--- src/rtl/voice_allocator_pkg.sv ---
// Shared types and constants for the polyphony voice allocator.
package voice_allocator_pkg;

   localparam int NOTE_W = 7;

   typedef enum logic [1:0] {
      ST_IDLE,
      ST_SCAN,
      ST_DECIDE,
      ST_RETRIG
   } state_t;

   // LSB of a slot's note field within the packed voice_note bus.
   function automatic int note_lsb(input int slot);
      return slot * NOTE_W;
   endfunction

endpackage

--- src/rtl/voice_allocator_voice_slot.sv ---
// One voice slot: note, gate and saturating age registers driven by strobes.
module voice_allocator_voice_slot
   import voice_allocator_pkg::*;
#(
   parameter int AGE_W = 4
) (
   input  logic              clk,
   input  logic              rst,
   input  logic              i_load,
   input  logic [NOTE_W-1:0] i_note,
   input  logic              i_clr_gate,
   input  logic              i_age_inc,
   input  logic              i_age_clr,
   output logic [NOTE_W-1:0] o_note,
   output logic              o_gate,
   output logic [AGE_W-1:0]  o_age
);

   logic [NOTE_W-1:0] r_note;
   logic              r_gate;
   logic [AGE_W-1:0]  r_age;

   always_ff @(posedge clk) begin
      if (!rst) begin
         r_note <= '0;
         r_gate <= 1'b0;
         r_age  <= '1;
      end else begin
         // A gate clear (panic or release) always beats a load.
         if (i_clr_gate) begin
            r_gate <= 1'b0;
         end else if (i_load) begin
            r_gate <= 1'b1;
            r_note <= i_note;
         end
         if ((i_load && !i_clr_gate) || i_age_clr) begin
            r_age <= '0;
         end else if (i_age_inc && (r_age != '1)) begin
            r_age <= r_age + 1'b1;
         end
      end
   end

   assign o_note = r_note;
   assign o_gate = r_gate;
   assign o_age  = r_age;

endmodule

--- src/rtl/voice_allocator.sv ---
// Polyphony controller: assigns note events to voice slots with retrigger and stealing.
module voice_allocator
   import voice_allocator_pkg::*;
#(
   parameter int NUM_VOICES    = 4,
   parameter int AGE_W         = 4,
   parameter int RETRIG_CYCLES = 2
) (
   input  logic                         clk,
   input  logic                         rst,
   input  logic                         ev_valid,
   output logic                         ev_ready,
   input  logic                         ev_on,
   input  logic [NOTE_W-1:0]            ev_note,
   input  logic                         all_off,
   output logic [NOTE_W*NUM_VOICES-1:0] voice_note,
   output logic [NUM_VOICES-1:0]        voice_gate,
   output logic                         stolen,
   output logic                         busy
);

   localparam int IDX_W = $clog2(NUM_VOICES);
   localparam int CNT_W = 4;

   state_t            r_state;
   logic [IDX_W-1:0]  r_idx;
   logic              r_on;
   logic [NOTE_W-1:0] r_note;
   logic              r_match_found;
   logic [IDX_W-1:0]  r_match_idx;
   logic              r_free_found;
   logic [IDX_W-1:0]  r_free_idx;
   logic [AGE_W-1:0]  r_free_age;
   logic              r_steal_found;
   logic [IDX_W-1:0]  r_steal_idx;
   logic [AGE_W-1:0]  r_steal_age;
   logic [IDX_W-1:0]  r_target;
   logic [CNT_W-1:0]  r_cnt;
   logic              r_stolen;

   logic [NOTE_W-1:0] w_note [NUM_VOICES];
   logic [AGE_W-1:0]  w_age  [NUM_VOICES];
   logic [NUM_VOICES-1:0] w_sel;
   logic              w_accept;
   logic [NOTE_W-1:0] w_cur_note;
   logic              w_cur_gate;
   logic [AGE_W-1:0]  w_cur_age;
   logic              w_do_load;
   logic              w_do_clr;
   logic              w_do_age_clr;
   logic [IDX_W-1:0]  w_tgt;

   assign ev_ready = (r_state == ST_IDLE) && !all_off;
   assign busy     = (r_state != ST_IDLE);
   assign stolen   = r_stolen;
   assign w_accept = ev_valid && ev_ready;

   assign w_cur_note = w_note[r_idx];
   assign w_cur_gate = voice_gate[r_idx];
   assign w_cur_age  = w_age[r_idx];

   // Exactly one slot is addressed per cycle; w_tgt picks it.
   always_comb begin
      w_do_load    = 1'b0;
      w_do_clr     = 1'b0;
      w_do_age_clr = 1'b0;
      w_tgt        = r_target;
      case (r_state)
         ST_DECIDE: begin
            if (!r_on) begin
               if (r_match_found) begin
                  w_do_clr     = 1'b1;
                  w_do_age_clr = 1'b1;
                  w_tgt        = r_match_idx;
               end
            end else if (r_match_found) begin
               w_do_clr = 1'b1;
               w_tgt    = r_match_idx;
            end else if (r_free_found) begin
               w_do_load = 1'b1;
               w_tgt     = r_free_idx;
            end else begin
               w_do_clr = 1'b1;
               w_tgt    = r_steal_idx;
            end
         end
         ST_RETRIG: begin
            if (r_cnt == '0) begin
               w_do_load = 1'b1;
            end
         end
         default: ;
      endcase
   end

   for (genvar gi = 0; gi < NUM_VOICES; gi++) begin : g_slot
      assign w_sel[gi] = (w_tgt == IDX_W'(gi));
      voice_allocator_voice_slot #(.AGE_W(AGE_W)) u_slot (
         .clk        (clk),
         .rst        (rst),
         .i_load     (!all_off && w_do_load && w_sel[gi]),
         .i_note     (r_note),
         .i_clr_gate (all_off || (w_do_clr && w_sel[gi])),
         .i_age_inc  (w_accept),
         .i_age_clr  (!all_off && w_do_age_clr && w_sel[gi]),
         .o_note     (w_note[gi]),
         .o_gate     (voice_gate[gi]),
         .o_age      (w_age[gi])
      );
      assign voice_note[note_lsb(gi) +: NOTE_W] = w_note[gi];
   end

   always_ff @(posedge clk) begin
      if (!rst) begin
         r_state       <= ST_IDLE;
         r_idx         <= '0;
         r_on          <= 1'b0;
         r_note        <= '0;
         r_match_found <= 1'b0;
         r_match_idx   <= '0;
         r_free_found  <= 1'b0;
         r_free_idx    <= '0;
         r_free_age    <= '0;
         r_steal_found <= 1'b0;
         r_steal_idx   <= '0;
         r_steal_age   <= '0;
         r_target      <= '0;
         r_cnt         <= '0;
         r_stolen      <= 1'b0;
      end else if (all_off) begin
         r_state  <= ST_IDLE;
         r_stolen <= 1'b0;
      end else begin
         r_stolen <= 1'b0;
         case (r_state)
            ST_IDLE: begin
               if (ev_valid) begin
                  r_on          <= ev_on;
                  r_note        <= ev_note;
                  r_idx         <= '0;
                  r_match_found <= 1'b0;
                  r_free_found  <= 1'b0;
                  r_steal_found <= 1'b0;
                  r_state       <= ST_SCAN;
               end
            end
            ST_SCAN: begin
               if (w_cur_gate && (w_cur_note == r_note) && !r_match_found) begin
                  r_match_found <= 1'b1;
                  r_match_idx   <= r_idx;
               end
               // Strict compare keeps the lowest index on equal ages.
               if (!w_cur_gate && (!r_free_found || (w_cur_age > r_free_age))) begin
                  r_free_found <= 1'b1;
                  r_free_idx   <= r_idx;
                  r_free_age   <= w_cur_age;
               end
               if (w_cur_gate && (!r_steal_found || (w_cur_age > r_steal_age))) begin
                  r_steal_found <= 1'b1;
                  r_steal_idx   <= r_idx;
                  r_steal_age   <= w_cur_age;
               end
               r_idx <= r_idx + 1'b1;
               if (r_idx == IDX_W'(NUM_VOICES - 1)) begin
                  r_state <= ST_DECIDE;
               end
            end
            ST_DECIDE: begin
               r_state <= ST_IDLE;
               if (r_on && (r_match_found || !r_free_found)) begin
                  r_target <= r_match_found ? r_match_idx : r_steal_idx;
                  r_stolen <= !r_match_found;
                  r_cnt    <= CNT_W'(RETRIG_CYCLES - 1);
                  r_state  <= ST_RETRIG;
               end
            end
            ST_RETRIG: begin
               if (r_cnt == '0) begin
                  r_state <= ST_IDLE;
               end else begin
                  r_cnt <= r_cnt - 1'b1;
               end
            end
            default: r_state <= ST_IDLE;
         endcase
      end
   end

endmodule

--- config.mk ---
export PLATFORM = sky130hd
export DESIGN_NAME = voice_allocator
export DESIGN_NICKNAME = d
export VERILOG_FILES = /design/src/rtl/voice_allocator_pkg.sv /design/src/rtl/voice_allocator_voice_slot.sv /design/src/rtl/voice_allocator.sv
export SDC_FILE = /design/constraint.sdc
export NUM_CORES = 1
export LEC_CHECK = 0
export ABC_AREA = 1
export CAP_MARGIN = 20
export CORE_ASPECT_RATIO = 0.8
export CORE_MARGIN = 2
export CORE_UTILIZATION = 61
export CTS_BUF_LIST = sky130_fd_sc_hd__clkbuf_4
export DETAILED_ROUTE_END_ITERATION = 10
export GPL_TIMING_DRIVEN = 0
export PLACE_DENSITY = 0.85
export SLEW_MARGIN = 10
export SYNTH_ARGS = -nofsm -noshare
export SYNTH_HDL_FRONTEND = slang
export SYNTH_SLANG_ARGS = --single-unit
export TNS_END_PERCENT = 50
--- constraint.sdc ---
create_clock -name clk -period 7.35 [get_ports clk]
set_clock_uncertainty 0.2 [all_clocks]
set_input_delay 1.8375 -clock clk [delete_from_list [all_inputs] [get_ports clk]]
set_output_delay 1.8375 -clock clk [all_outputs]
set_load 0.02 [all_outputs]
-- Word-level counts from Yosys, hierarchy flattened
Cells that the tools add are included.
Widths: inputs -> output; s select.
- flip-flop bits (word level): 84
- bits of input ports: 12
- output and inout bits: 35
- add/subtract/negate cells: 6
- $lt $le $gt $ge: 4
- eq/ne operators: 20
- muxes and demuxes: 51
- bitwise operators: 9
- reduce and logical (&&, ||, !) cells: 80
- operator list (kind ; count):
    $mux 4 ; 12
    $logic_and 1x1->1 ; 29
    $mux 2 ; 11
    $reduce_and 3->1 ; 7
    $add 4x1->4 const B ; 4
    $mux 1 ; 16
    $ne 2x2->1 const B ; 8
    $ne 4x4->1 const B ; 4
    $reduce_and 4->1 ; 4
    $bmux 7 s2 ; 1
    $mux 7 ; 2
    $reduce_bool 2->1 ; 7
    $logic_or 1x1->1 ; 11
    $eq 2x2->1 const B ; 5
    $reduce_or 2->1 ; 5
    $logic_not 1->1 ; 9
    $bmux 4 s2 ; 1
    $gt 4x4->1 ; 2
    $not 1->1 ; 8
    $pmux 1 s2 ; 4
    $pmux 2 s4 ; 1
    $pmux 4 s2 ; 1
    $reduce_and 2->1 ; 4
    $eq 7x7->1 ; 1
    other kinds (11) ; 13

-- Logic depth before layout (Yosys ltp)
Gate-level depths: netlist of run 1.
- depth in word-level cells: 11
- gate-level depth with buffers: 16
- mapped depth without buffers: 14

-- Hierarchy
From an unflattened synthesis of run 1, not the netlist that was laid out.
- cell total of the unflattened synthesis: 632
- area, all modules: 4428.0 um^2
- by module, submodules not included (module ; instances ; cells each ; area each (um^2) ; sequential area each (um^2)):
    voice_allocator ; 1 ; 368 ; 2376.0 ; 720.7
    voice_allocator_voice_slot ; 4 ; 66 ; 513.0 ; 240.2

-- Least setup slack after synthesis of run 1
OpenSTA, ideal clock, no wires.
- path type: input port to output port
- from: input port all_off
- to: output port ev_ready
- arrival time: 2331 ps
- setup slack: 2981 ps
- stages: 2
- buffers on the path: 1
- path through: buf_2 > nor2_1
- cells in the longest elaborated chain, start to end: 2
- RTL lines (what ; RTL line ; RTL):
    from (decl) ; voice_allocator.sv:15 ; input logic all_off,
    $logic_not 1->1 ; voice_allocator.sv:53 ; assign ev_ready = (r_state == ST_IDLE) && !all_off;
    $logic_and 1x1->1 ; voice_allocator.sv:53 ;
    to (decl) ; voice_allocator.sv:12 ; output logic ev_ready,
Every way passes these cells.

-- Worst setup path after layout of run 1
Ends and elaborated chain as after synthesis.

==> out/results.txt, run 1 <==
DRC Markers - 0
Req. time, crit path - 5.31 ns
Core ar. - 6930 um2
Diodes inserted - 0
Cells after DPL - 767
endpoints failing setup - 0
HP Class - flop to flop
CP Data Arrival Time - 2.75 ns
Static Leak - 2.10 nW
Final min period - 4.79 ns
Final ANT Viol Nets - 0
io pins - 47
Vias/cell - 5.87
CP Capture Type - output port
worst-path fanout max - 9
post-synthesis sequential element count - 84
Finished Layout Cells - 783
CTS resizes - 0
Port Buf Inserts - 44
slowest stage delay, CP - 0.60 ns
final slew viol count - 0
total iterations of the first detailed-routing run - 5
Syn Nets - 662
Worst VDD drop - 0.000135 V
Num CTS Buffers - 9
Synth async-reset ratio - 0
vias in the first global route - 4179
CP startpoint kind - primary input
final worst slack - 2.56 ns
hold path cells - 2
EDFF count, synth - 0
# fillers - 583
TNS Setup - 0 ns
dominant synthesized flop cell - dfxtp_1
Reg2Reg Setup Slack - 4.15 ns
Reg clk slew, reported paths - 0.13 ns
clock sinks - 84
Initial Util - 0.635
Total Wirelength - 12.7 mm
R2R Path Start - r_idx[0]
kind of critical path - primary input to output port
H-tree levels - 3
final net count - 717
Clk Latency, worst-skew pair - 0.45 ns
Total GRT Usage - 0.330
PwrDens - 186 nW/um2
Worst R2R Path Depth - 13
clock root cell - clkbuf_4
die area - 7910 um2
Max Cap Viol - 0
final hold vios - 0
Pwr Total - 0.000958 W
syn avg cell area - 6.92 um2
CTS Hold Buffers Added - 0
largest net degree at the start of global routing - 14
FP Rows - 27
pre-CTS setup slack - 2.56 ns
area leader, netlist - dfxtp_1
share of layout cells above drive strength 1 - 0.0833
CTS tree - built
global-route wire length before repair - 20.4 mm
Initial DRC Count - 399
clk buf depth - 2
Yosys top cell area share - 0.382
Ys Warns - 0
unrepaired setup endpoints after global routing - false
worst hold path startpoint - g_slot[2].u_slot.o_gate
most common cell in the synthesized netlist - nand2_1
Synth cell types - 36
Die X - 99.0 um
Area Overhead vs Synth - 17.2%
commonest cells in the netlist - nand2_1 (162), dfxtp_1 (84), nand3_1 (84)
mean routed wirelength per cell - 16.3 um
Post-Synthesis Cells - 636
total grt overflow - 0
Worst path slowest cell - clkdlybuf4s50_1
Util after Layout - 0.745
largest cells by area after synthesis - dfxtp_1 (38%), nand2_1 (14%), nand3_1 (9.6%)
Worst slew margin - 0.537
GP Congestion - 0.926
initial antenna violation count - 0
Die Ht - 80.0 um
HPWL after DPL - 9.19 mm
max frequency - 209 MHz
postcts setup bufs - 0
status - finished, final reports clean
reg-to-reg endpoint - r_free_age[2]
hold worst-path end - g_slot[2].u_slot.o_gate
post-synthesis sequential area ratio - 0.382
Final period util - 0.651
synthesized cell area - 4400 um2
Via Count - 4594
Slew @ Worst Pin - 0.694 ns
Critical Path, Cell by Cell - buf_2, nor2_1, clkdlybuf4s50_1
sequential cells by signal (all words and copies together), names as in the netlist:
name / flops
r_free_found: 1
r_free_idx: 2
r_match_found: 1
r_match_idx: 2
g_slot.u_slot.o_note: 28
r_idx: 2
g_slot.u_slot.o_age: 16
r_note: 7
r_steal_idx: 2
r_on: 1
r_steal_age: 4
r_steal_found: 1
r_state: 2
stolen: 1
r_free_age: 4
r_target: 2
r_cnt: 4
g_slot.u_slot.o_gate: 4
layout make-up:
class | count | area, um2 | share of cell area
sequential | 84 | 1680 | 0.326
tap | 87 | 109 | 0.0211
timing repair buffer | 44 | 440 | 0.0854
buffer | 28 | 178 | 0.0345
clock inverter | 5 | 124 | 0.0240
inverter | 49 | 184 | 0.0357
multi-input combinational | 475 | 2360 | 0.457
clock buffer | 11 | 82.6 | 0.0160
routing by layer:
layer | vias to the layer above | global-route usage | routed length (um)
met3 | 35 | 0.0718 | 1350
met5 | - | 0 | 0
met4 | 0 | 0.122 | 298
met1 | 2074 | 0.456 | 5500
met2 | 255 | 0.507 | 5600
li1 | 2230 | - | -
per-stage QoR:
stage	instance area, um2	hold WS (ns)
6_report	5160	0.274
5_1_grt	5160	0.293
4_1_cts	5160	0.271
3_5_place_dp	4950	0.253
3_3_place_gp	4950	0.245
2_1_floorplan	4400	0.229
worst max path at each step:
stage / from / endpoint / slack (ns) / cells after the start
2_1_floorplan: all_off / ev_ready / 2.98 / 2
3_3_place_gp: all_off / ev_ready / 2.57 / 3
3_5_place_dp: all_off / ev_ready / 2.56 / 3
4_1_cts: all_off / ev_ready / 2.56 / 3
5_1_grt: all_off / ev_ready / 2.53 / 3
6_report: all_off / ev_ready / 2.56 / 3
kinds of logic after synthesis:
family,synth area share
compound gates,0.163
xor+xnor,0.0119
fa+ha+maj,0.0398
buf+inv,0.0822
flops,0.382
simple gates,0.320
report_power, final:
group / leakage (nW) / total [W] / switching [W] / internal (W)
registers: 0.680 / 0.000472 / 0.00000885 / 0.000463
clock network: 0.109 / 0.000374 / 0.000160 / 0.000213
logic: 1.31 / 0.000112 / 0.0000742 / 0.0000377
critical path: cells and delay by family:
| kind | cells | cell delay, ns |
|---|---|---|
| AND/OR/NAND/NOR | 1 | 0.13 |
| buffers and inverters | 2 | 0.79 |
layout by cell type, fill, tap and decap left out, types with 7 or more instances in the layout:
cell,count
nand2_1,162
nand3_1,84
dfxtp_1,84
a21oi_1,76
nor2_1,62
inv_1,45
clkdlybuf4s50_1,44
o21ai_0,25
ha_1,14
clkbuf_4,11
buf_4,9
a211oi_1,8
buf_2,7
clkbuf_1,7
No activity file was read; power rests on OpenSTA's default activity.
==> run 2, diff against run 1 <==
--- a/config.mk
+++ b/config.mk
@@ -9,11 +9,11 @@
 export CAP_MARGIN = 20
 export CORE_ASPECT_RATIO = 0.8
 export CORE_MARGIN = 2
-export CORE_UTILIZATION = 61
+export CORE_UTILIZATION = 53
 export CTS_BUF_LIST = sky130_fd_sc_hd__clkbuf_4
 export DETAILED_ROUTE_END_ITERATION = 10
 export GPL_TIMING_DRIVEN = 0
-export PLACE_DENSITY = 0.85
+export PLACE_DENSITY = 0.78
 export SLEW_MARGIN = 10
 export SYNTH_ARGS = -nofsm -noshare
 export SYNTH_HDL_FRONTEND = slang
==> constraint.sdc (replaced) <==
create_clock -name clk -period 4.3 [get_ports clk]
set_clock_uncertainty 0.2 [all_clocks]
set_input_delay 1.075 -clock clk [delete_from_list [all_inputs] [get_ports clk]]
set_output_delay 1.075 -clock clk [all_outputs]
set_load 0.02 [all_outputs]
==> run 2 against run 1 <==
Combinational power rose by 64%; via count fell by 0.15%; critical path depth did not move; core utilization fell by 10 points; die area rose by 14%; global-route usage fell by 5.6 points; sequential share of layout area rose by 0.23 points; cell count rose by 2.7%; first-iteration DRC count fell by 1.8%; count of clock-buffer cells in the layout did not move; setup slack got worse by 1.5 ns; routed wire length fell by 4.7%.
==> out/results.txt, run 2 (synthesis results as in run 1) <==
status - finished, final reports clean
Req. time, crit path - 3.02 ns (-2.29 ns)
clock sinks - 84 (unchanged)
final net count - 717 (unchanged)
die area - 9050 um2 (+14%)
total iterations of the first detailed-routing run - 5 (unchanged)
Final min period - 3.26 ns
sw frac - 0.285 (+0.0309)
CP Data Arrival Time - 1.98 ns (-0.77 ns)
kind of critical path - primary input to output port
postcts setup bufs - 0 (unchanged)
vias in the first global route - 4010 (-4.0%)
CP Capture Type - output port
clk buf depth - 2 (unchanged)
max frequency - 307 MHz
Vias/cell - 5.71 (-2.8%)
HPWL after DPL - 8.76 mm (-4.7%)
Via Count - 4587 (-0.15%)
CTS resizes - 0 (unchanged)
Worst slew margin - 0.521 (-0.0164)
Final ANT Viol Nets - 0 (unchanged)
Worst VDD drop - 0.000157 V (+17%)
met3 WL post-DR - 1.27 mm (-5.6%)
Final period util - 0.758
Initial DRC Count - 392 (-1.8%)
unrepaired setup endpoints after global routing - false
final hold vios - 0 (unchanged)
clock root cell - clkbuf_4
io pins - 47 (unchanged)
Die X - 106 um (+7.0%)
global-route wire length before repair - 19.4 mm (-4.7%)
Critical Path, Cell by Cell - buf_2, nor2_1, clkdlybuf4s50_1
Area Overhead vs Synth - 16.3%
Core ar. - 7980 um2 (+15%)
largest net degree at the start of global routing - 15 (+1)
Static Leak - 2.06 nW (-1.9%)
most common cell after layout, fill and taps aside - nand2_1
Reg clk slew, reported paths - 0.12 ns (about the same)
Comb pwr share - 0.126 (+0.009)
CP startpoint kind - primary input
Total GRT Usage - 0.273 (-0.0564)
Port Buf Inserts - 44 (unchanged)
Num CTS Buffers - 9 (unchanged)
Worst path slowest cell - clkdlybuf4s50_1
Max Cap Viol - 0 (unchanged)
final slew viol count - 0 (unchanged)
Pwr Total - 0.00147 W (+53%)
PwrDens - 286 nW/um2 (+54%)
worst-path fanout max - 9 (unchanged)
endpoints failing setup - 0 (unchanged)
TNS Setup - 0 ns (unchanged)
sequential power share - 0.550 (+0.057)
met1 wire length - 5.58 mm (+1.5%)
Die Ht - 85.5 um (+6.9%)
initial antenna violation count - 0 (unchanged)
Total Wirelength - 12.1 mm (-4.7%)
commonest non-fill, non-tap cells in the layout - nand2_1 (162), nand3_1 (84), dfxtp_1 (84), a21oi_1 (76), nor2_1 (62)
# fillers - 705 (+21%)
share of layout cells above drive strength 1 - 0.0848 (+0.00144)
Clock Power Share - 0.324 (-0.066)
slowest stage delay, CP - 0.60 ns (about the same)
Diodes inserted - 0 (unchanged)
sw power - 0.000418 W (+72%)
FP Rows - 29 (+7.4%)
HP Class - flop to flop
CTS tree - built
total grt overflow - 0 (unchanged)
H-tree levels - 3 (unchanged)
WL met2 - 5.15 mm (-8.1%)
CTS Hold Buffers Added - 0 (unchanged)
Clk Latency, worst-skew pair - 0.45 ns (about the same)
P_int - 0.00105 W (+47%)
Slew @ Worst Pin - 0.718 ns (+0.0238 ns)
Initial Util - 0.551 (-0.0842)
top sig layer - met4
max reg flops - 28 (unchanged)
DRC Markers - 0 (unchanged)
GP Congestion - 0.951 (+2.6%)
mean routed wirelength per cell - 15.1 um (-7.2%)
run 2: changes by cell type in the layout (fill, tap and decap cells not counted), sizes merged:
cell and change:
bufinv -3, clkinv -1, clkinvlp +3, inv +1
run 2: worst max-delay path: cells and delay by family:
family,cells,cell delay (ns)
buf+inv,2,0.78
simple gates,1,0.12
run 2: metal layers:
| layer | track usage | vias to the layer above |
|---|---|---|
| met5 | 0 | - |
| met4 | 0.0754 | 0 |
| met3 | 0.0585 | 16 |
| met2 | 0.401 | 207 |
| met1 | 0.408 | 2131 |
| li1 | - | 2233 |
run 2: path summary, 6_finish.rpt:
check	start	to	slack, ns	depth (start not counted)
min reg2reg	r_steal_found	r_steal_found	0.26	2
max	all_off	ev_ready	1.04	3
min	r_steal_found	r_steal_found	0.26	2
max reg2reg	r_idx[0]	r_steal_age[1]	1.25	13
run 2: power groups by stage:
stage | Sequential, W | Combinational [W] | Clock (W)
detailed placement | 0.000823 | 0.000181 | 0
global placement | 0.000823 | 0.000177 | 0
finish | 0.000807 | 0.000184 | 0.000475
CTS | 0.000806 | 0.000181 | 0.000482
floorplan | 0.000819 | 0.000128 | 0
global route | 0.000809 | 0.000206 | 0.000510
run 2: final cells by class:
class | instances | area [um2] | area share
Inverter | 49 | 184 | 0.0359
Timing Repair Buffer | 44 | 440 | 0.0860
Buffer | 28 | 178 | 0.0347
Multi-Input combinational cell | 475 | 2360 | 0.460
Sequential cell | 84 | 1680 | 0.328
Clock inverter | 5 | 61.3 | 0.0120
Tap cell | 108 | 135 | 0.0264
Clock buffer | 11 | 82.6 | 0.0161
run 2: stage by stage:
stage	utilization	instances	setup WS, ns	hold WS (ns)	area, um2
after floorplan	-	636	1.46	0.229	4400
final	0.641	804	1.04	0.262	5120
after CTS	0.641	804	1.04	0.264	5120
after global routing	0.641	804	1.02	0.301	5120
after detailed placement	0.623	788	1.04	0.245	4980
after global placement	0.623	788	1.04	0.246	4980
==> run 3, diff against run 2 <==
--- a/config.mk
+++ b/config.mk
@@ -9,11 +9,11 @@
 export CAP_MARGIN = 20
 export CORE_ASPECT_RATIO = 0.8
 export CORE_MARGIN = 2
-export CORE_UTILIZATION = 53
+export CORE_UTILIZATION = 59
 export CTS_BUF_LIST = sky130_fd_sc_hd__clkbuf_4
 export DETAILED_ROUTE_END_ITERATION = 10
 export GPL_TIMING_DRIVEN = 0
-export PLACE_DENSITY = 0.78
+export PLACE_DENSITY = 0.83
 export SLEW_MARGIN = 10
 export SYNTH_ARGS = -nofsm -noshare
 export SYNTH_HDL_FRONTEND = slang
==> constraint.sdc (replaced) <==
create_clock -name clk -period 3.3 [get_ports clk]
set_clock_uncertainty 0.2 [all_clocks]
set_input_delay 0.825 -clock clk [delete_from_list [all_inputs] [get_ports clk]]
set_output_delay 0.825 -clock clk [all_outputs]
set_load 0.02 [all_outputs]
==> run 3 against run 2 <==
Register-to-register slack worse by 0.99 ns; count of clock-buffer cells in the layout is 2 lower; largest power group unchanged; die area is 9.8% lower; non-clock buffer count stayed put; critical endpoint is now r_free_age[3]; clock power is 40% higher; via count hardly changed; setup slack worse by 0.79 ns.
==> out/results.txt, run 3 (synthesis results as in run 1) <==
Final min period - 3.04 ns
Initial Util - 0.601 (+0.0497)
Clk Latency, worst-skew pair - 0.44 ns (about the same)
total iterations of the first detailed-routing run - 5 (unchanged)
CP Capture Type - flop
Total GRT Usage - 0.311 (+0.0380)
Port Buf Inserts - 44 (unchanged)
global-route wire length before repair - 19.7 mm (+1.4%)
initial antenna violation count - 0 (unchanged)
Initial DRC Count - 478 (+22%)
io pins - 47 (unchanged)
GP Congestion - 0.950 (-0.12%)
largest net degree at the start of global routing - 15 (unchanged)
CP Data Arrival Time - 3.19 ns (+1.21 ns)
DRC Markers - 0 (unchanged)
share of layout cells above drive strength 1 - 0.0819 (-0.00287)
Via Count - 4585 (-0.044%)
max reg flops - 28 (unchanged)
die area - 8170 um2 (-9.8%)
FP Rows - 28 (-3.4%)
Diodes inserted - 0 (unchanged)
Critical Path, Cell by Cell - buf_4, buf_4, buf_2, nor2_1, o22ai_1, ha_1, a21oi_1, o21ai_0, o21ai_0, nand2_1, nand2_2, nor2_1, a211oi_1
Max Cap Viol - 0 (unchanged)
unrepaired setup endpoints after global routing - false
slowest stage delay, CP - 0.40 ns (-0.20 ns)
Die Ht - 81.2 um (-5.0%)
kind of critical path - flop to flop
Vias/cell - 5.83 (+2.2%)
DP Area - 4950 um2 (-0.45%)
Slew @ Worst Pin - 0.685 ns (-0.0331 ns)
PwrDens - 384 nW/um2 (+34%)
final hold vios - 0 (unchanged)
CTS tree - built
final net count - 717 (unchanged)
Static Leak - 2.07 nW (+0.36%)
Area Overhead vs Synth - 16.2%
postcts setup bufs - 0 (unchanged)
Total Wirelength - 12.5 mm (+2.7%)
Worst path slowest cell - o22ai_1
HPWL after DPL - 9.03 mm (+3.1%)
Final ANT Viol Nets - 0 (unchanged)
worst-path fanout max - 10 (+1)
clock sinks - 84 (unchanged)
vias in the first global route - 4028 (+0.45%)
CTS resizes - 0 (unchanged)
commonest non-fill, non-tap cells in the layout - nand2_1 (162), nand3_1 (84), dfxtp_1 (84), a21oi_1 (76), nor2_1 (62)
most common cell after layout, fill and taps aside - nand2_1
clk buf depth - 2 (unchanged)
Req. time, crit path - 3.45 ns (+0.43 ns)
Worst slew margin - 0.543 (+0.0226)
H-tree levels - 3 (unchanged)
max frequency - 329 MHz
clock root cell - clkbuf_4
TNS Setup - 0 ns (unchanged)
status - finished, final reports clean
final slew viol count - 0 (unchanged)
endpoints failing setup - 0 (unchanged)
Num CTS Buffers - 9 (unchanged)
design area - 5110 um2 (-0.15%)
Reg clk slew, reported paths - 0.13 ns (about the same)
total grt overflow - 0 (unchanged)
mean routed wirelength per cell - 15.9 um (+5.1%)
HP Class - flop to flop
CTS Hold Buffers Added - 0 (unchanged)
Die X - 101 um (-5.0%)
CP startpoint kind - flop
Worst VDD drop - 0.000237 V (+51%)
Final period util - 0.922
Core ar. - 7320 um2 (-8.3%)
-- run 3: area by class of cell --
type	count	area (um2)
fill	646	2210
sequential	84	1680
timing repair buffer	44	440
clock buffer	9	67.6
tap	90	113
inverter	49	184
multi-input combinational	475	2360
buffer	28	178
clock inverter	7	91.3
-- run 3: per-stage QoR --
stage / worst slack [ns] / utilization / power [W] / std cells / hold slack [ns]
floorplan: 0.871 / - / 0.00123 / 636 / 0.229
global route: 0.0322 / 0.698 / 0.00204 / 786 / 0.278
CTS: 0.299 / 0.698 / 0.00196 / 786 / 0.271
finish: 0.256 / 0.698 / 0.00196 / 786 / 0.271
global placement: 0.425 / 0.677 / 0.00130 / 770 / 0.245
detailed placement: 0.320 / 0.677 / 0.00131 / 770 / 0.253
-- run 3: power breakdown --
| group | switching (W) | internal, W | leakage (nW) |
|---|---|---|---|
| Clock | 0.000361 | 0.000303 | 0.0772 |
| Sequential | 0.0000194 | 0.00103 | 0.680 |
| Combinational | 0.000162 | 0.0000834 | 1.31 |
-- run 3: critical path, delay by kind of cell, from the launching register on --
kind	cells	cell delay, ns
compound gates	5	0.90
fa+ha+maj	1	0.34
buf+inv	3	0.66
flops	1	0.37
simple gates	4	0.47
-- run 3: routing by layer --
metal	wire length, um	up-vias	global-route usage	share of wire
li1	-	2223	-	-
met1	5490	2093	0.445	0.44
met2	5550	238	0.474	0.44
met3	1190	31	0.0611	0.095
met4	247	0	0.0986	0.020
met5	0	-	0	0
-- run 3: final timing paths --
path	from	end	slack [ns]	cells past startpoint
worst min-delay path	g_slot[2].u_slot.o_gate	g_slot[2].u_slot.o_gate	0.27	2
worst min register to register	g_slot[2].u_slot.o_gate	g_slot[2].u_slot.o_gate	0.27	2
worst max-delay path	r_idx[0]	r_free_age[3]	0.26	13
worst max register to register	r_idx[0]	r_free_age[3]	0.26	13
